$ cat config.mk
export PLATFORM = sky130hd
export DESIGN_NAME = mem_arbiter
export DESIGN_NICKNAME = d
export VERILOG_FILES = /design/src/rtl/mem_arbiter.sv
export SDC_FILE = /design/constraint.sdc
export NUM_CORES = 1
export LEC_CHECK = 0
export CAP_MARGIN = 20
export CELL_PAD_IN_SITES_DETAIL_PLACEMENT = 2
export CELL_PAD_IN_SITES_GLOBAL_PLACEMENT = 2
export CORE_AREA = 2 2 286 288
export DETAILED_ROUTE_END_ITERATION = 7
export DIE_AREA = 0 0 288 290
export DONT_BUFFER_PORTS = 1
export PLACE_DENSITY = 0.55
export SLEW_MARGIN = 10
export SYNTH_ARGS = -nofsm -noshare
export SYNTH_HDL_FRONTEND = slang
export SYNTH_SLANG_ARGS = --single-unit
$ cat constraint.sdc
create_clock -name clk -period 2.2 [get_ports clk]
set_input_delay 0.33 -clock clk [delete_from_list [all_inputs] [get_ports clk]]
set_output_delay 0.33 -clock clk [all_outputs]
set_load 0.01 [all_outputs]
$ cat src/rtl/mem_arbiter.sv
// Round-robin arbiter sharing one external memory port between I-cache reads
// and D-cache reads/writes; one transaction in flight at a time.
module mem_arbiter #(
  parameter int ADDR_W = 28,
  parameter int DATA_W = 128
) (
  input  logic              clk,
  input  logic              rst_n,
  input  logic              i_read,
  input  logic [ADDR_W-1:0] i_addr,
  output logic [DATA_W-1:0] i_rdata,
  output logic              i_ready,
  input  logic              d_read,
  input  logic              d_write,
  input  logic [ADDR_W-1:0] d_addr,
  input  logic [DATA_W-1:0] d_wdata,
  output logic [DATA_W-1:0] d_rdata,
  output logic              d_ready,
  output logic              mem_read,
  output logic              mem_write,
  output logic [ADDR_W-1:0] mem_addr,
  output logic [DATA_W-1:0] mem_wdata,
  input  logic [DATA_W-1:0] mem_rdata,
  input  logic              mem_ready
);

  typedef enum logic [1:0] {IDLE, BUSY, DONE} state_t;

  state_t              r_state;
  state_t              w_next;
  logic                r_owner_d;
  logic                r_last_d;
  logic                r_is_write;
  logic [ADDR_W-1:0]   r_mem_addr;
  logic [DATA_W-1:0]   r_mem_wdata;
  logic [DATA_W-1:0]   r_i_rdata;
  logic [DATA_W-1:0]   r_d_rdata;

  logic w_d_req;
  logic w_any_req;
  logic w_grant_d;

  assign w_d_req   = d_read | d_write;
  assign w_any_req = i_read | w_d_req;
  // D wins when alone, or on a tie when I was served last.
  assign w_grant_d = w_d_req & (~i_read | ~r_last_d);

  always_ff @(posedge clk or negedge rst_n) begin
    if (!rst_n) r_state <= IDLE;
    else        r_state <= w_next;
  end

  always_comb begin
    w_next = r_state;
    unique case (r_state)
      IDLE:    if (w_any_req) w_next = BUSY;
      BUSY:    if (mem_ready) w_next = DONE;
      DONE:    w_next = IDLE;
      default: w_next = IDLE;
    endcase
  end

  always_comb begin
    mem_read  = 1'b0;
    mem_write = 1'b0;
    i_ready   = 1'b0;
    d_ready   = 1'b0;
    unique case (r_state)
      BUSY: begin
        mem_read  = ~r_is_write;
        mem_write = r_is_write;
      end
      DONE: begin
        i_ready = ~r_owner_d;
        d_ready = r_owner_d;
      end
      default: ;
    endcase
  end

  // A simultaneous read+write from the D-cache is treated as a write.
  always_ff @(posedge clk or negedge rst_n) begin
    if (!rst_n) begin
      r_owner_d   <= 1'b0;
      r_last_d    <= 1'b1;
      r_is_write  <= 1'b0;
      r_mem_addr  <= '0;
      r_mem_wdata <= '0;
    end else if (r_state == IDLE && w_any_req) begin
      r_owner_d  <= w_grant_d;
      r_last_d   <= w_grant_d;
      r_is_write <= w_grant_d & d_write;
      r_mem_addr <= w_grant_d ? d_addr : i_addr;
      if (w_grant_d && d_write) r_mem_wdata <= d_wdata;
    end
  end

  always_ff @(posedge clk or negedge rst_n) begin
    if (!rst_n) begin
      r_i_rdata <= '0;
      r_d_rdata <= '0;
    end else if (r_state == BUSY && mem_ready && !r_is_write) begin
      if (r_owner_d) r_d_rdata <= mem_rdata;
      else           r_i_rdata <= mem_rdata;
    end
  end

  assign mem_addr  = r_mem_addr;
  assign mem_wdata = r_mem_wdata;
  assign i_rdata   = r_i_rdata;
  assign d_rdata   = r_d_rdata;

  a_d_rw_exclusive: assert property (@(posedge clk) disable iff (!rst_n) !(d_read && d_write));

endmodule

* Word-level counts from Yosys, hierarchy flattened *
Cells that the tools add are included.
Widths: inputs -> output; s select.

word-level totals
  bits in writable memories = 0
  word-level logic and storage cells = 39
  memories = 0
  input bits = 318
  latch bits = 0
  ROM bits = 0
  register bits after elaboration = 417

operators by class
  shift-type cells = 0
  reduce and logical (&&, ||, !) cells = 10
  multipliers = 0
  $lt $le $gt $ge = 0
  divide/modulo/power cells = 0
  add/sub/neg operators = 0
  bitwise logic cells = 9
  multiplexer cells = 8
  eq/ne operators = 4

operators with widths
  kind                number
  $mux 28             1
  $reduce_and 2->1    4
  $logic_and 1x1->1   4
  $mux 1              4
  $mux 2              2
  $ne 2x2->1 const B  2
  $not 1->1           4
  $pmux 2 s2          1
  $or 1x1->1          3
  $and 1x1->1         2
  $eq 2x1->1 const B  1
  $eq 2x2->1 const B  1
  $logic_not 2->1     1
  $logic_not 1->1     1

* Longest topological paths before layout *
  depth after elaboration = 5
  depth in mapped cells = 5
  mapped depth without buffers = 3

* Worst setup path before layout *
OpenSTA, ideal clock, no wires.

  path kind = register to register
  start = register r_last_d
  end = register r_mem_addr[10] (netlist: mem_addr[10])
  data arrival time = 1,616 ps
  library setup time = 125 ps
  setup slack = 459 ps
  clock period less this slack = 1,741 ps
  required time = 2,075 ps
  stages on the path, launching flop included = 5
  cells stage by stage = dfstp_2 > o2bb2ai_1 > buf_1 > mux2_2 > mux2_2

on the way
  word-level cells in the longest chain between the ends = 4

ends and longest elaborated chain
  item                    line  text
  start, declared         32    logic r_last_d;
  start signal, assigned  91    r_last_d <= w_grant_d;
  $not 1->1               46    assign w_grant_d = w_d_req & (~i_read | ~r_last_d);
  $or 1x1->1              46
  $and 1x1->1             46
  $mux 28                 93    r_mem_addr <= w_grant_d ? d_addr : i_addr;
  end signal, assigned    93
  end, declared           34    logic [ADDR_W-1:0] r_mem_addr;

Every way passes these cells.
A chain may end at the register's enable or synchronous reset.

* Worst setup path after layout *
  start = register r_state[1]
  end = register r_i_rdata[4] (netlist: i_rdata[4])

on the way
  word-level cells in the longest chain between the ends = 4

ends and longest elaborated chain
  item                             line  text
  start, declared                  29    state_t r_state;
  start signal, assigned           50    else r_state <= w_next;
  $eq 2x1->1                       102   end else if (r_state == BUSY && mem_ready && !r_is_write) begin
  $logic_and 1x1->1 (2 in series)  102
  $reduce_and 2->1 (no line)       n/a
  end signal, assigned             104   else r_i_rdata <= mem_rdata;
  end, declared                    36    logic [DATA_W-1:0] r_i_rdata;

Every way passes these cells.

==> impl_metrics.yaml <==
run_status:
  status: "finished with violations"
  violations: "hold timing"
synth:
  synth_top_area_share_pct: 63.2
  syn-num-nets: 1243
  synth_top_cell_by_area: "dfrtp_1"
  avgSynthCellArea_um2: 17.8
  synthTopCellsByArea: "dfrtp_1, mux2_2, mux2_4"
  yosys_warnings: 0
  netlist_instances: 925
  syn_area_um2: 16500
  synth_cell_types: 24
  synth.ff_latch_count: 417
  seq_area_frac_synth_pct: 63.3
layout:
  fill_cells: 8360
  area_growth_pct: 34.2
  regArea_um2: 10400
  layout-drive-gt1-share_pct: 44.1
  final_common_cell: "dfrtp_1"
  num-nets-final: 1541
  mostFrequentLayoutCells: "dfrtp_1, mux2_2, dlygate4sd3_1"
  multi_input_area_um2: 5570
critical_path:
  r2r_start: "r_state[1]"
  cp_max_fo: 25
  endpoint_kind: "register"
  r2r-end: "i_rdata[4]"
  startpoint_type: "register"
  r2r_slack_ps: 210
  r2r.worst_path.cells: 5
  setup.worst_path.class: "register to register"
  arrival_ps: 2430
  crit_required_ps: 2640
drt:
  drt_pass1_iterations: 4
  drc_errors: 0
  drt_iter0_markers: 225
  post_drt_wl_per_cell_um: 22.7
  routed-via-count: 9267
  routed_wl_um: 52700
  vias_per_cell: 3.99
  ant_nets: 0
global_routing:
  grt_max_degree: 418
  grt_usage_pct: 12.4
  antenna_found_initial: 5
  grt_pass1_vias: 11282
  overflow: 0
  grt_pass1_wl_um: 78500
timing:
  fin_skew_ps: 22.0
  whs_ps: -539
  finalSetupViolations: 0
  period_share_pct: 90.5
  finalMaxSlewViolations: 0
  min_period_ps: 1990
  slew-limit-headroom_pct: 37.6
  setup_ws_ps: 210
  worst_pin_slew_ps: 935
  tns_ps: 0
  rsz0062_at_grt: "no"
  fmax_ghz: 0.502
  hold_violations: 417
hold_path:
  hold_class: "input pin to asynchronous set/reset pin"
clock_tree:
  cts_resized: 0
  clk_latency_ps: 570
  cts_tree: "done"
  cts_sinks: 417
  cts_setup_buffers: 0
  clkTransAtPathRegs_ps: 60
  cts-hold-fix-buffers: 267
  htreeDepth: 2
  cts-root-buf: "clkbuf_16"
  cts_buffer_depth: 3
  cts_buffers: 49
placed_design:
  io_buffers: 0
  dp.final_hpwl_um: 36200
  gp_congestion: 0.778
  post-place-ws_ps: 208
floorplanning:
  dieArea_um2: 83500
  core-area_um2: 80200
  die_y_um: 290
  floorplan.initialDensity_pct: 20.6
  io_pins: 734
  die_width_um: 288
  num_rows: 104
job:
  maxCapViolCount: 0
power_and_ir_drop:
  vdd_drop_max_mv: 0.641
  p_leak_nw: 9.38
  power.density_nw_per_um2: 1520
## Yosys cell counts (all sizes together)
cell     instances
and3             1
nor3b            2
and3b            1
inv              3
nand2            1
dfrtp          416
mux2           440
o21ai            1
nor2             3
o32ai            2
dfstp            1
o31a             1
nand3            2
clkbuf           1
buf             47
o2bb2ai          1
nand2b           1
o21bai           1
## worst max-delay path, stage by stage, from the launching register on
cell and delay, ps:
dfrtp_1 440, and3b_4 350, and3_4 230, buf_12 230, buf_4 240, mux2_2 360
## worst max-delay path by stage
stage	endpoint	start	slack [ps]	cells after the start
global route	i_rdata[5]	r_state[1]	140	5
detailed placement	i_rdata[4]	r_state[1]	210	5
finish	i_rdata[4]	r_state[1]	210	5
floorplan	mem_addr[10]	r_last_d	460	4
CTS	d_ready	r_owner_d	120	2
global placement	i_rdata[2]	r_state[1]	260	5
## flip-flops by register name, indices dropped and copies added, names as in the netlist
signal	flops
mem_wdata	128
r_last_d	1
r_is_write	1
r_state	2
mem_addr	28
r_owner_d	1
i_rdata	128
d_rdata	128
## kinds of logic (layout without fill, tap and decap cells)
group                  Yosys count  count (layout)  share of synthesized area [%]
muxes                          440             440                           32.8
other                            0               3                              0
DFF                            417             417                           63.3
AOI/OAI and AO/OA                6               6                          0.289
and+or+nand+nor                 11              11                          0.455
buffers and inverters           51             388                           3.14
## power breakdown
group          switching (W)  leakage (nW)  internal (W)  total (W)
Clock                0.00336         0.846       0.00530    0.00866
Combinational        0.00251          3.56       0.00518    0.00769
Sequential           0.00560          4.97        0.0116     0.0172
## metrics by stage
stage	power [W]	std cells	util (%)	cell area [um^2]
2_1_floorplan	0.0218	925	-	16500
3_3_place_gp	0.0242	1965	22.1	17700
3_5_place_dp	0.0246	1965	22.1	17700
4_1_cts	0.0340	2322	27.6	22100
5_1_grt	0.0354	2324	27.6	22100
6_report	0.0336	2325	27.6	22100
## layout make-up
| class | count | area share (%) |
|---|---|---|
| clock inverter | 20 | 1.20 |
| multi-input combinational | 457 | 25.2 |
| inverter | 3 | 0.0509 |
| antenna | 3 | 0.0339 |
| clock buffer | 70 | 6.59 |
| tap | 1060 | 6.00 |
| sequential | 417 | 47.2 |
| timing repair buffer | 295 | 13.8 |
## layer usage
layer  routed length (um)  part of all wire (%)  track usage (%)  up-vias
met4                 1690                   3.2             4.22        2
met3                 4610                   8.8             4.17       98
li1                     -                     -                -     3884
met5                   12                 0.023                0        -
met2                29000                    55             23.3      442
met1                17400                    33             12.5     4841
(Power assumes the default switching activity.)
